## config.mk

```make
export PLATFORM = sky130hd
export DESIGN_NAME = rtc_hms_counter
export DESIGN_NICKNAME = d
export VERILOG_FILES = /design/src/rtl/rtc_hms_counter_pkg.sv /design/src/rtl/rtc_hms_counter_bin2bcd.sv /design/src/rtl/rtc_hms_counter.sv
export SDC_FILE = /design/constraint.sdc
export NUM_CORES = 1
export LEC_CHECK = 0
export ABC_CLOCK_PERIOD_IN_PS = 2700
export CAP_MARGIN = 10
export CORE_MARGIN = 2
export CORE_UTILIZATION = 40
export CTS_BUF_LIST = sky130_fd_sc_hd__clkbuf_16
export CTS_CLUSTER_DIAMETER = 80
export CTS_CLUSTER_SIZE = 14
export DETAILED_ROUTE_END_ITERATION = 6
export PLACE_DENSITY = 0.68
export SLEW_MARGIN = 20
export SYNTH_ARGS = -nofsm -noshare
export SYNTH_HDL_FRONTEND = slang
export SYNTH_SLANG_ARGS = --single-unit
```

## constraint.sdc

```tcl
create_clock -name clk -period 2.7 [get_ports clk]
set_input_delay 0.54 -clock clk [delete_from_list [all_inputs] [get_ports clk]]
set_output_delay 0.54 -clock clk [all_outputs]
set_load 0.01 [all_outputs]
```

## src/rtl/rtc_hms_counter_pkg.sv

```systemverilog
// Shared widths, field limits and load validation for the real-time clock counter.
// Imported by the counter top and its BCD converter.
package rtc_hms_counter_pkg;

    localparam int HH_W  = 5;
    localparam int MS_W  = 6;
    localparam int BCD_W = 8;

    localparam logic [MS_W-1:0] SEC_MAX  = 6'd59;
    localparam logic [MS_W-1:0] MIN_MAX  = 6'd59;
    localparam logic [HH_W-1:0] HR24_MAX = 5'd23;
    localparam logic [HH_W-1:0] HR12_MAX = 5'd12;

    // A time-set is taken only if every field is a legal clock value for the mode.
    function automatic logic loadInRange(input logic            h12,
                                         input logic [HH_W-1:0] hh,
                                         input logic [MS_W-1:0] mm,
                                         input logic [MS_W-1:0] ss);
        logic hourOk;
        hourOk = h12 ? ((hh >= 5'd1) && (hh <= HR12_MAX)) : (hh <= HR24_MAX);
        return hourOk && (mm <= MIN_MAX) && (ss <= SEC_MAX);
    endfunction

endpackage

```

## src/rtl/rtc_hms_counter_bin2bcd.sv

```systemverilog
// Combinational 6-bit binary to two-digit BCD split for clock fields (0..63).
// The caller registers the result.
module rtc_bin2bcd
    import rtc_hms_counter_pkg::*;
(
    input  logic [MS_W-1:0]  bin_i,
    output logic [BCD_W-1:0] bcd_o
);

    assign bcd_o = {4'(bin_i / 6'd10), 4'(bin_i % 6'd10)};

endmodule

```

## src/rtl/rtc_hms_counter.sv

```systemverilog
// Time-of-day counter driven by the 1 Hz tick: seconds/minutes/hours cascade,
// validated time-set load, registered binary and BCD fields plus rollover strobes.
module rtc_hms_counter
    import rtc_hms_counter_pkg::*;
#(
    parameter bit H12_MODE = 1'b0
) (
    input  logic              clk,
    input  logic              reset,
    input  logic              tick,
    input  logic              run,
    input  logic              load,
    input  logic [HH_W-1:0]   ld_hh,
    input  logic [MS_W-1:0]   ld_mm,
    input  logic [MS_W-1:0]   ld_ss,
    input  logic              ld_pm,
    output logic [HH_W-1:0]   hh,
    output logic [MS_W-1:0]   mm,
    output logic [MS_W-1:0]   ss,
    output logic              pm,
    output logic [BCD_W-1:0]  hh_bcd,
    output logic [BCD_W-1:0]  mm_bcd,
    output logic [BCD_W-1:0]  ss_bcd,
    output logic              min_stb,
    output logic              hour_stb,
    output logic              day_stb,
    output logic              load_err
);

    localparam logic [HH_W-1:0]  HH_RST     = H12_MODE ? HR12_MAX : '0;
    localparam logic [BCD_W-1:0] HH_BCD_RST = H12_MODE ? 8'h12 : 8'h00;

    logic [HH_W-1:0]  hh_q, hh_d;
    logic [MS_W-1:0]  mm_q, mm_d, ss_q, ss_d;
    logic             pm_q, pm_d;
    logic             minStb_q, minStb_d, hourStb_q, hourStb_d;
    logic             dayStb_q, dayStb_d, loadErr_q, loadErr_d;
    logic [BCD_W-1:0] hhBcd_q, mmBcd_q, ssBcd_q;
    logic [BCD_W-1:0] hhBcd, mmBcd, ssBcd;
    logic             loadOk;

    // Load has priority over a coincident tick; the tick is simply dropped.
    always_comb begin
        hh_d      = hh_q;
        mm_d      = mm_q;
        ss_d      = ss_q;
        pm_d      = pm_q;
        minStb_d  = 1'b0;
        hourStb_d = 1'b0;
        dayStb_d  = 1'b0;
        loadErr_d = 1'b0;
        loadOk    = loadInRange(H12_MODE, ld_hh, ld_mm, ld_ss);

        if (load) begin
            if (loadOk) begin
                hh_d = ld_hh;
                mm_d = ld_mm;
                ss_d = ld_ss;
                pm_d = H12_MODE ? ld_pm : 1'b0;
            end else begin
                loadErr_d = 1'b1;
            end
        end else if (tick && run) begin
            if (ss_q == SEC_MAX) begin
                ss_d     = '0;
                minStb_d = 1'b1;
                if (mm_q == MIN_MAX) begin
                    mm_d      = '0;
                    hourStb_d = 1'b1;
                    // 12 h: 11->12 flips the meridiem, and only PM->AM ends the day.
                    if (H12_MODE) begin
                        if (hh_q == HR12_MAX) begin
                            hh_d = 5'd1;
                        end else if (hh_q == HR12_MAX - 5'd1) begin
                            hh_d     = HR12_MAX;
                            pm_d     = !pm_q;
                            dayStb_d = pm_q;
                        end else begin
                            hh_d = hh_q + 5'd1;
                        end
                    end else begin
                        if (hh_q == HR24_MAX) begin
                            hh_d     = '0;
                            dayStb_d = 1'b1;
                        end else begin
                            hh_d = hh_q + 5'd1;
                        end
                    end
                end else begin
                    mm_d = mm_q + 6'd1;
                end
            end else begin
                ss_d = ss_q + 6'd1;
            end
        end
    end

    rtc_bin2bcd u_hhBcd (.bin_i({1'b0, hh_q}), .bcd_o(hhBcd));
    rtc_bin2bcd u_mmBcd (.bin_i(mm_q),         .bcd_o(mmBcd));
    rtc_bin2bcd u_ssBcd (.bin_i(ss_q),         .bcd_o(ssBcd));

    // BCD registers trail the binary registers by one cycle.
    always_ff @(posedge clk or posedge reset) begin
        if (reset) begin
            hh_q      <= HH_RST;
            mm_q      <= '0;
            ss_q      <= '0;
            pm_q      <= 1'b0;
            minStb_q  <= 1'b0;
            hourStb_q <= 1'b0;
            dayStb_q  <= 1'b0;
            loadErr_q <= 1'b0;
            hhBcd_q   <= HH_BCD_RST;
            mmBcd_q   <= '0;
            ssBcd_q   <= '0;
        end else begin
            hh_q      <= hh_d;
            mm_q      <= mm_d;
            ss_q      <= ss_d;
            pm_q      <= pm_d;
            minStb_q  <= minStb_d;
            hourStb_q <= hourStb_d;
            dayStb_q  <= dayStb_d;
            loadErr_q <= loadErr_d;
            hhBcd_q   <= hhBcd;
            mmBcd_q   <= mmBcd;
            ssBcd_q   <= ssBcd;
        end
    end

    assign hh       = hh_q;
    assign mm       = mm_q;
    assign ss       = ss_q;
    assign pm       = pm_q;
    assign hh_bcd   = hhBcd_q;
    assign mm_bcd   = mmBcd_q;
    assign ss_bcd   = ssBcd_q;
    assign min_stb  = minStb_q;
    assign hour_stb = hourStb_q;
    assign day_stb  = dayStb_q;
    assign load_err = loadErr_q;

endmodule

```

==> results by group, run 1 <==
Critical path
  • Slowest stage delay, CP: 0.62 ns
  • CP most frequent cell: ha_1
  • Crit path max-delay family: flip-flops
  • Cell Chain, Critical Path: inv_2, ha_1, and3b_1, o21ai_1, o211a_1, ha_1, a21oi_1, o22ai_1
  • Buf/Inv on CP: 1
  • Crit Path Class: register to register
  • CP arrival: 2.33 ns
  • CP max stage cell: dfrtp_1
  • Worst Setup Start Kind: register
  • Maximum fanout along the worst path: 14
  • Critical Path RT: 2.85 ns
  • Endpoint type of the worst setup path: register

Drt
  • DR DRC count: 0
  • Iteration-0 DRC Markers: 93
  • Post-Route WL: 5820 µm
  • Number of iterations in the first detailed-routing pass: 4
  • Routed wire per std cell: 14.4 µm
  • Vias/cell: 5.33
  • Final ANT Viol Nets: 0
  • Via count: 2148

Final layout
  • Area of the multi-input gates: 1380 µm²
  • Layout cell share with drive strength beyond 1: 0.0982
  • Final-layout fill cell count: 556
  • Area grow syn2layout: 27.9%
  • Register area: 1030 µm²
  • Final net count: 362
  • Diodes inserted: 0

Yosys
  • Synth Area per Inst: 9.58 µm²
  • Area of the mapped netlist: 2620 µm²
  • #FFs+latches synth: 41
  • Netlist cell types: 72
  • Synth Flop Type: dfrtp_1
  • Ys async rst share: 1.00
  • Post-synth EDFFs: 0
  • Mapped Cells: 273
  • Synth warnings: 0
  • Seq/Total Area, Yosys: 0.392

Clock network
  • Reg clk slew, reported paths: 0.06 ns
  • CTS Root Cell: clkbuf_16
  • CTS sink count: 41
  • Clock Path Buffers: 2
  • Worst skew pair latency: 0.28 ns
  • TritonCTS Buffers: 5
  • # hold bufs at CTS: 0
  • Post-cts sizing count: 0
  • CTS tree: built
  • Setup bufs post-CTS: 0
  • # H-tree levels: 2

Floorplanning
  • Cell Rows: 29
  • Die ar.: 7200 µm²
  • Initial core utilization: 0.412
  • Core area: 6350 µm²
  • Top Ports: 69
  • Die width: 84.9 µm
  • Die H: 84.9 µm

Global routing
  • Largest net degree at the start of global routing: 42
  • GRT Total Usage: 0.171
  • Initial antenna violation count: 0
  • First-pass GRT wire length: 9840 µm
  • Vias in the first global route: 2024
  • Overflow after GRT: 0

Timing
  • Setup WS post-layout: 0.526 ns
  • Max Clock Freq: 460 MHz
  • Post-layout min period: 2.17 ns
  • Final setup vio count: 0
  • Slew Limit Fails: 0
  • RSZ-0062 raised after global routing: no
  • Worst slew pin tran: 0.558 ns
  • Setup TNS: 0 ns
  • Tcrit/Tclk final: 0.805
  • Hold Fails Final Rpt: 0
  • Relative slew slack: 0.628
  • Clk_skew: 0.00816 ns

Power and ir drop
  • PD cells: 881 nW/µm²
  • Leakage: 1.42 nW
  • Worst VDD drop: 0.430 mV

Place
  • Dpl hpwl: 4160 µm
  • Routability cong.: 0.796
  • IO Port Bufs: 62
  • Post-Place Worst Slack: 0.314 ns

Min path
  • Hold Crit Class: register to register

Status
  • Outcome: complete, no violations

Job
  • Number of max-cap violations: 0
==> layout make-up <==
class	count	share of cell area
Multi-Input combinational cell	197	0.413
Sequential cell	41	0.307
Timing Repair Buffer	66	0.194
Clock buffer	5	0.0374
Tap cell	77	0.0288
Inverter	14	0.0157
Clock inverter	3	0.00374
==> cells in the mapped netlist, types with 4 or more instances <==
cell	n	area (µm²)
dfrtp_1	41	1030
a21oi_1	23	115
nor2_1	17	63.8
o21ai_0	17	85.1
buf_4	14	105
ha_1	14	175
inv_1	11	41.3
nand2_1	11	41.3
nand3_1	10	50.1
buf_2	7	35.0
nor2b_1	7	43.8
o21ai_1	7	35.0
nor3_1	6	30.0
mux2i_1	5	50.1
and2_1	4	25.0
nand2b_1	4	25.0
==> logic make-up (layout without fill, tap and decap cells) <==
group / Yosys count / in the layout / synth area share
XOR/XNOR: 3 / 3 / 0.0100
adder cells (fa/ha/maj): 14 / 14 / 0.0670
multiplexers: 6 / 6 / 0.0234
flip-flops: 41 / 41 / 0.392
buffers and inverters: 39 / 88 / 0.0851
AND/OR/NAND/NOR: 82 / 82 / 0.187
AO/OA/AOI/OAI: 87 / 87 / 0.234
other: 1 / 5 / 0.00143
==> worst register-to-register path: stages (launching register included) <==
cell and delay, ns:
dfrtp_1 0.62, inv_2 0.13, ha_1 0.38, and3b_1 0.17, o21ai_1 0.10, o211a_1 0.26, ha_1 0.20, a21oi_1 0.11
o22ai_1 0.09
==> per-stage QoR <==
step | instances | power, mW | util | hold slack (ns) | area (µm²)
floorplan | 277 | 1.88 | - | 0.401 | 2630
global placement | 395 | 2.37 | 0.505 | 0.449 | 3210
detailed placement | 395 | 2.40 | 0.505 | 0.443 | 3210
CTS | 403 | 2.98 | 0.527 | 0.458 | 3350
global route | 403 | 3.18 | 0.527 | 0.490 | 3350
finish | 403 | 2.95 | 0.527 | 0.449 | 3350
==> flip-flops by register name, summed over array words and instances, names as in the netlist <==
name,flops
hh_bcd,6
hh,5
ss_bcd,7
mm,6
mm_bcd,7
ss,6
load_err,1
min_stb,1
day_stb,1
hour_stb,1
==> per-layer routing <==
layer / vias up / routed length [µm] / track usage
li1: 1073 / - / -
met1: 1020 / 2730 / 0.229
met2: 49 / 2760 / 0.276
met3: 6 / 230 / 0.0331
met4: 0 / 96 / 0.0649
met5: - / 0 / 0
==> layout by cell type, fill, tap and decap left out, types with 2 or more instances in the layout <==
master / count
nor3_1: 6
clkdlybuf4s50_1: 62
conb_1: 5
nand2_1: 11
nor2b_1: 7
a211o_1: 3
and3b_1: 2
o21ai_0: 17
a22oi_1: 2
nand4_1: 2
nand2b_1: 4
a221oi_1: 2
o31ai_1: 2
o21ai_1: 7
inv_2: 2
inv_1: 11
mux2i_1: 5
ha_1: 14
a32oi_1: 2
a21oi_1: 23
xnor2_1: 3
clkinv_1: 3
and2b_4: 2
a31oi_1: 3
and2_1: 4
nor2_1: 17
o31ai_2: 2
dfrtp_1: 41
o21a_1: 2
nand3_1: 10
buf_4: 4
clkbuf_16: 5
o211a_1: 2
==> power breakdown <==
group	total, mW	switching [mW]	internal [mW]
Combinational	1.34	0.619	0.725
Clock	0.568	0.233	0.334
Sequential	1.04	0.227	0.809
==> worst paths after layout <==
check / startpoint / to / slack [ns] / depth (start not counted)
worst max-delay path: mm[3]$_DFFE_PP0P_ / mm_bcd[3]$_DFF_PP0_ / 0.53 / 8
worst min-delay path: mm[0]$_DFFE_PP0P_ / mm_bcd[0]$_DFF_PP0_ / 0.45 / 0
worst max register to register: mm[3]$_DFFE_PP0P_ / mm_bcd[3]$_DFF_PP0_ / 0.53 / 8
worst min register to register: mm[0]$_DFFE_PP0P_ / mm_bcd[0]$_DFF_PP0_ / 0.45 / 0
max in group asynchronous: reset / mm[5]$_DFFE_PP0P_ / 1.61 / 3
min in group asynchronous: reset / mm_bcd[1]$_DFF_PP0_ / 0.70 / 3
Power figures use the tool's default switching activity.
==> inputs of run 2 (changes only) <==
Settings changed: ABC_CLOCK_PERIOD_IN_PS 2700 to 1800, PLACE_DENSITY 0.68 to 0.7.
Clock period 2.7 ns to 1.8 ns, I/O delays scaled along.
==> results by group, run 2 (synthesis gave the netlist of run 1 again) <==
Power and ir drop
  • Int Power: 3.02 mW (+62%)
  • Comb power frac: 0.514 (+0.058)
  • Overall Power: 4.75 mW (+61%)
  • Sw Ratio: 0.365 (-0.00157)
  • Clk pwr share: 0.180 (-0.013)
  • Net Switching: 1.73 mW (+60%)
  • Sequential share of power: 0.306 (-0.045)
  • Worst VDD drop: 0.677 mV (+57%)
  • Leakage: 1.59 nW (+12%)
  • PD cells: 1300 nW/µm² (+47%)

Timing
  • Hold Fails Final Rpt: 0 (unchanged)
  • Clk_skew: 0.00746 ns (-0.000707 ns)
  • Setup TNS: 0 ns (unchanged)
  • RSZ-0062 raised after global routing: yes
  • Tcrit/Tclk final: 0.997 (+0.192)
  • Post-layout min period: 1.80 ns (-0.379 ns)
  • Max Clock Freq: 557 MHz (+21%)
  • Slew Limit Fails: 0 (unchanged)
  • Final setup vio count: 0 (unchanged)

Floorplanning
  • Top Ports: 69 (unchanged)
  • Die width: 84.9 µm (unchanged)
  • Initial core utilization: 0.412 (unchanged)
  • Die H: 84.9 µm (unchanged)
  • Cell Rows: 29 (unchanged)
  • Die ar.: 7200 µm² (unchanged)
  • Core area: 6350 µm² (unchanged)

Clock network
  • TritonCTS Buffers: 5 (unchanged)
  • CTS Root Cell: clkbuf_16
  • Clock Path Buffers: 2 (unchanged)
  • # H-tree levels: 2 (unchanged)
  • CTS tree: built
  • # hold bufs at CTS: 0 (unchanged)
  • CTS sink count: 41 (unchanged)
  • Worst skew pair latency: 0.28 ns (about the same)
  • Reg clk slew, reported paths: 0.06 ns (about the same)

Critical path
  • Worst Setup Start Kind: register
  • Slowest stage delay, CP: 0.42 ns (-0.20 ns)
  • Critical Path RT: 1.95 ns (-0.90 ns)
  • CP most frequent cell: ha_4
  • Reg2reg path depth: 8 (unchanged)
  • FF-to-FF Start: mm[4]$_DFFE_PP0P_
  • Worst setup endpoint: mm_bcd[3]$_DFF_PP0_
  • Stages on the worst setup path: 8 (unchanged)
  • Endpoint type of the worst setup path: register
  • Crit path max-delay family: compound AO/OA/AOI/OAI gates
  • Reg2Reg Setup Slack: 0.005 ns (-0.52 ns)
  • Worst setup path startpoint: mm[4]$_DFFE_PP0P_
  • CP arrival: 1.94 ns (-0.39 ns)
  • Cell Chain, Critical Path: clkinv_4, ha_4, and3b_1, o21ai_2, o211a_1, ha_4, a21oi_2, o22ai_1
  • Reg-to-Reg End: mm_bcd[3]$_DFF_PP0_
  • Buf/Inv on CP: 1 (unchanged)
  • CP max stage cell: dfrtp_1
  • Crit Path Class: register to register
  • Maximum fanout along the worst path: 5 (-9)

Final layout
  • Layout cell share with drive strength beyond 1: 0.206 (+0.108)
  • Area grow syn2layout: 39.8%
  • Final net count: 390 (+7.7%)
  • Final-layout fill cell count: 558 (+0.36%)
  • Commonest cells after routing, fill and taps aside: 60 x clkdlybuf4s50_1, 38 x dfrtp_1, 28 x buf_4
  • Diodes inserted: 0 (unchanged)
  • Final instance area: 3660 µm² (+9.3%)
  • Area of the multi-input gates: 1440 µm² (+4.4%)
  • Most common cell after layout, fill and taps aside: clkdlybuf4s50_1
  • Register area: 1030 µm² (+0.37%)

Place
  • IO Port Bufs: 62 (unchanged)
  • DP Area: 3450 µm² (+7.4%)
  • Routability cong.: 0.808 (+1.6%)
  • Dpl hpwl: 4530 µm (+8.8%)

Status
  • Outcome: complete, no violations

Drt
  • Vias/cell: 5.32 (-0.14%)
  • Routed wire per std cell: 14.2 µm (-1.6%)
  • Number of iterations in the first detailed-routing pass: 4 (unchanged)
  • Iteration-0 DRC Markers: 82 (-12%)
  • Post-Route WL: 6120 µm (+5.3%)
  • DR DRC count: 0 (unchanged)
  • Via count: 2294 (+6.8%)
  • Final ANT Viol Nets: 0 (unchanged)

Global routing
  • Largest net degree at the start of global routing: 42 (unchanged)
  • Initial antenna violation count: 0 (unchanged)
  • GRT Total Usage: 0.175 (+0.00362)
  • Overflow after GRT: 0 (unchanged)
  • Vias in the first global route: 2135 (+5.5%)
  • First-pass GRT wire length: 10100 µm (+2.9%)

Job
  • Number of max-cap violations: 0 (unchanged)

Min path
  • Hold Crit Class: input pin to asynchronous set/reset pin
-- run 2: what timing repair did --
item                                    4_1_cts  5_1_grt
resized for setup                             1       15
buffers inserted                              0        2
pin swaps                                     1        4
endpoints found under the setup margin        3       19
-- run 2: layout make-up --
type | count | area share
multi-input cells | 197 | 0.395
inverters | 14 | 0.0164
repair buffers | 94 | 0.243
clock buffers | 5 | 0.0342
clock inverters | 3 | 0.00342
well taps | 77 | 0.0263
flip-flops and latches | 41 | 0.282
-- run 2: per-stage QoR --
step           hold WS, ns  std cells  worst slack (ns)   util
6_report             0.446        431           0.00459  0.576
2_1_floorplan        0.401        277           -0.0498      -
5_1_grt              0.460        431           -0.0607  0.576
3_5_place_dp         0.426        421            -0.264  0.543
4_1_cts              0.441        429           -0.0211  0.565
3_3_place_gp         0.418        421            -0.177  0.543
-- run 2: power groups by stage --
stage          Combinational [mW]  Sequential, mW  Clock [mW]
2_1_floorplan                1.34            1.54           0
3_3_place_gp                 2.31            1.45           0
3_5_place_dp                 2.36            1.46           0
4_1_cts                      2.37            1.45       0.876
5_1_grt                      2.68            1.50       0.922
6_report                     2.44            1.45       0.857
-- run 2: worst min-delay path by stage --
stage / start / end / slack (ns)
after global placement: mm[0]$_DFFE_PP0P_ / mm_bcd[0]$_DFF_PP0_ / 0.42
after global routing: mm[0]$_DFFE_PP0P_ / mm_bcd[0]$_DFF_PP0_ / 0.46
after floorplan: mm[0]$_DFFE_PP0P_ / mm_bcd[0]$_DFF_PP0_ / 0.40
after detailed placement: mm[0]$_DFFE_PP0P_ / mm_bcd[0]$_DFF_PP0_ / 0.43
final: reset / mm_bcd[3]$_DFF_PP0_ / 0.45
after CTS: mm[0]$_DFFE_PP0P_ / mm_bcd[0]$_DFF_PP0_ / 0.44
-- run 2: layer usage --
layer | part of all wire | global-route usage
met5 | 0 | 0
met4 | 0.017 | 0.0664
met3 | 0.037 | 0.0282
met2 | 0.48 | 0.278
met1 | 0.46 | 0.241
-- run 2: worst reg2reg max path, delay by kind of cell (launching register included) --
family,cells,cell delay [ns]
flops,1,0.42
compound gates,4,0.50
buf+inv,1,0.09
fa+ha+maj,2,0.48
simple gates,1,0.17
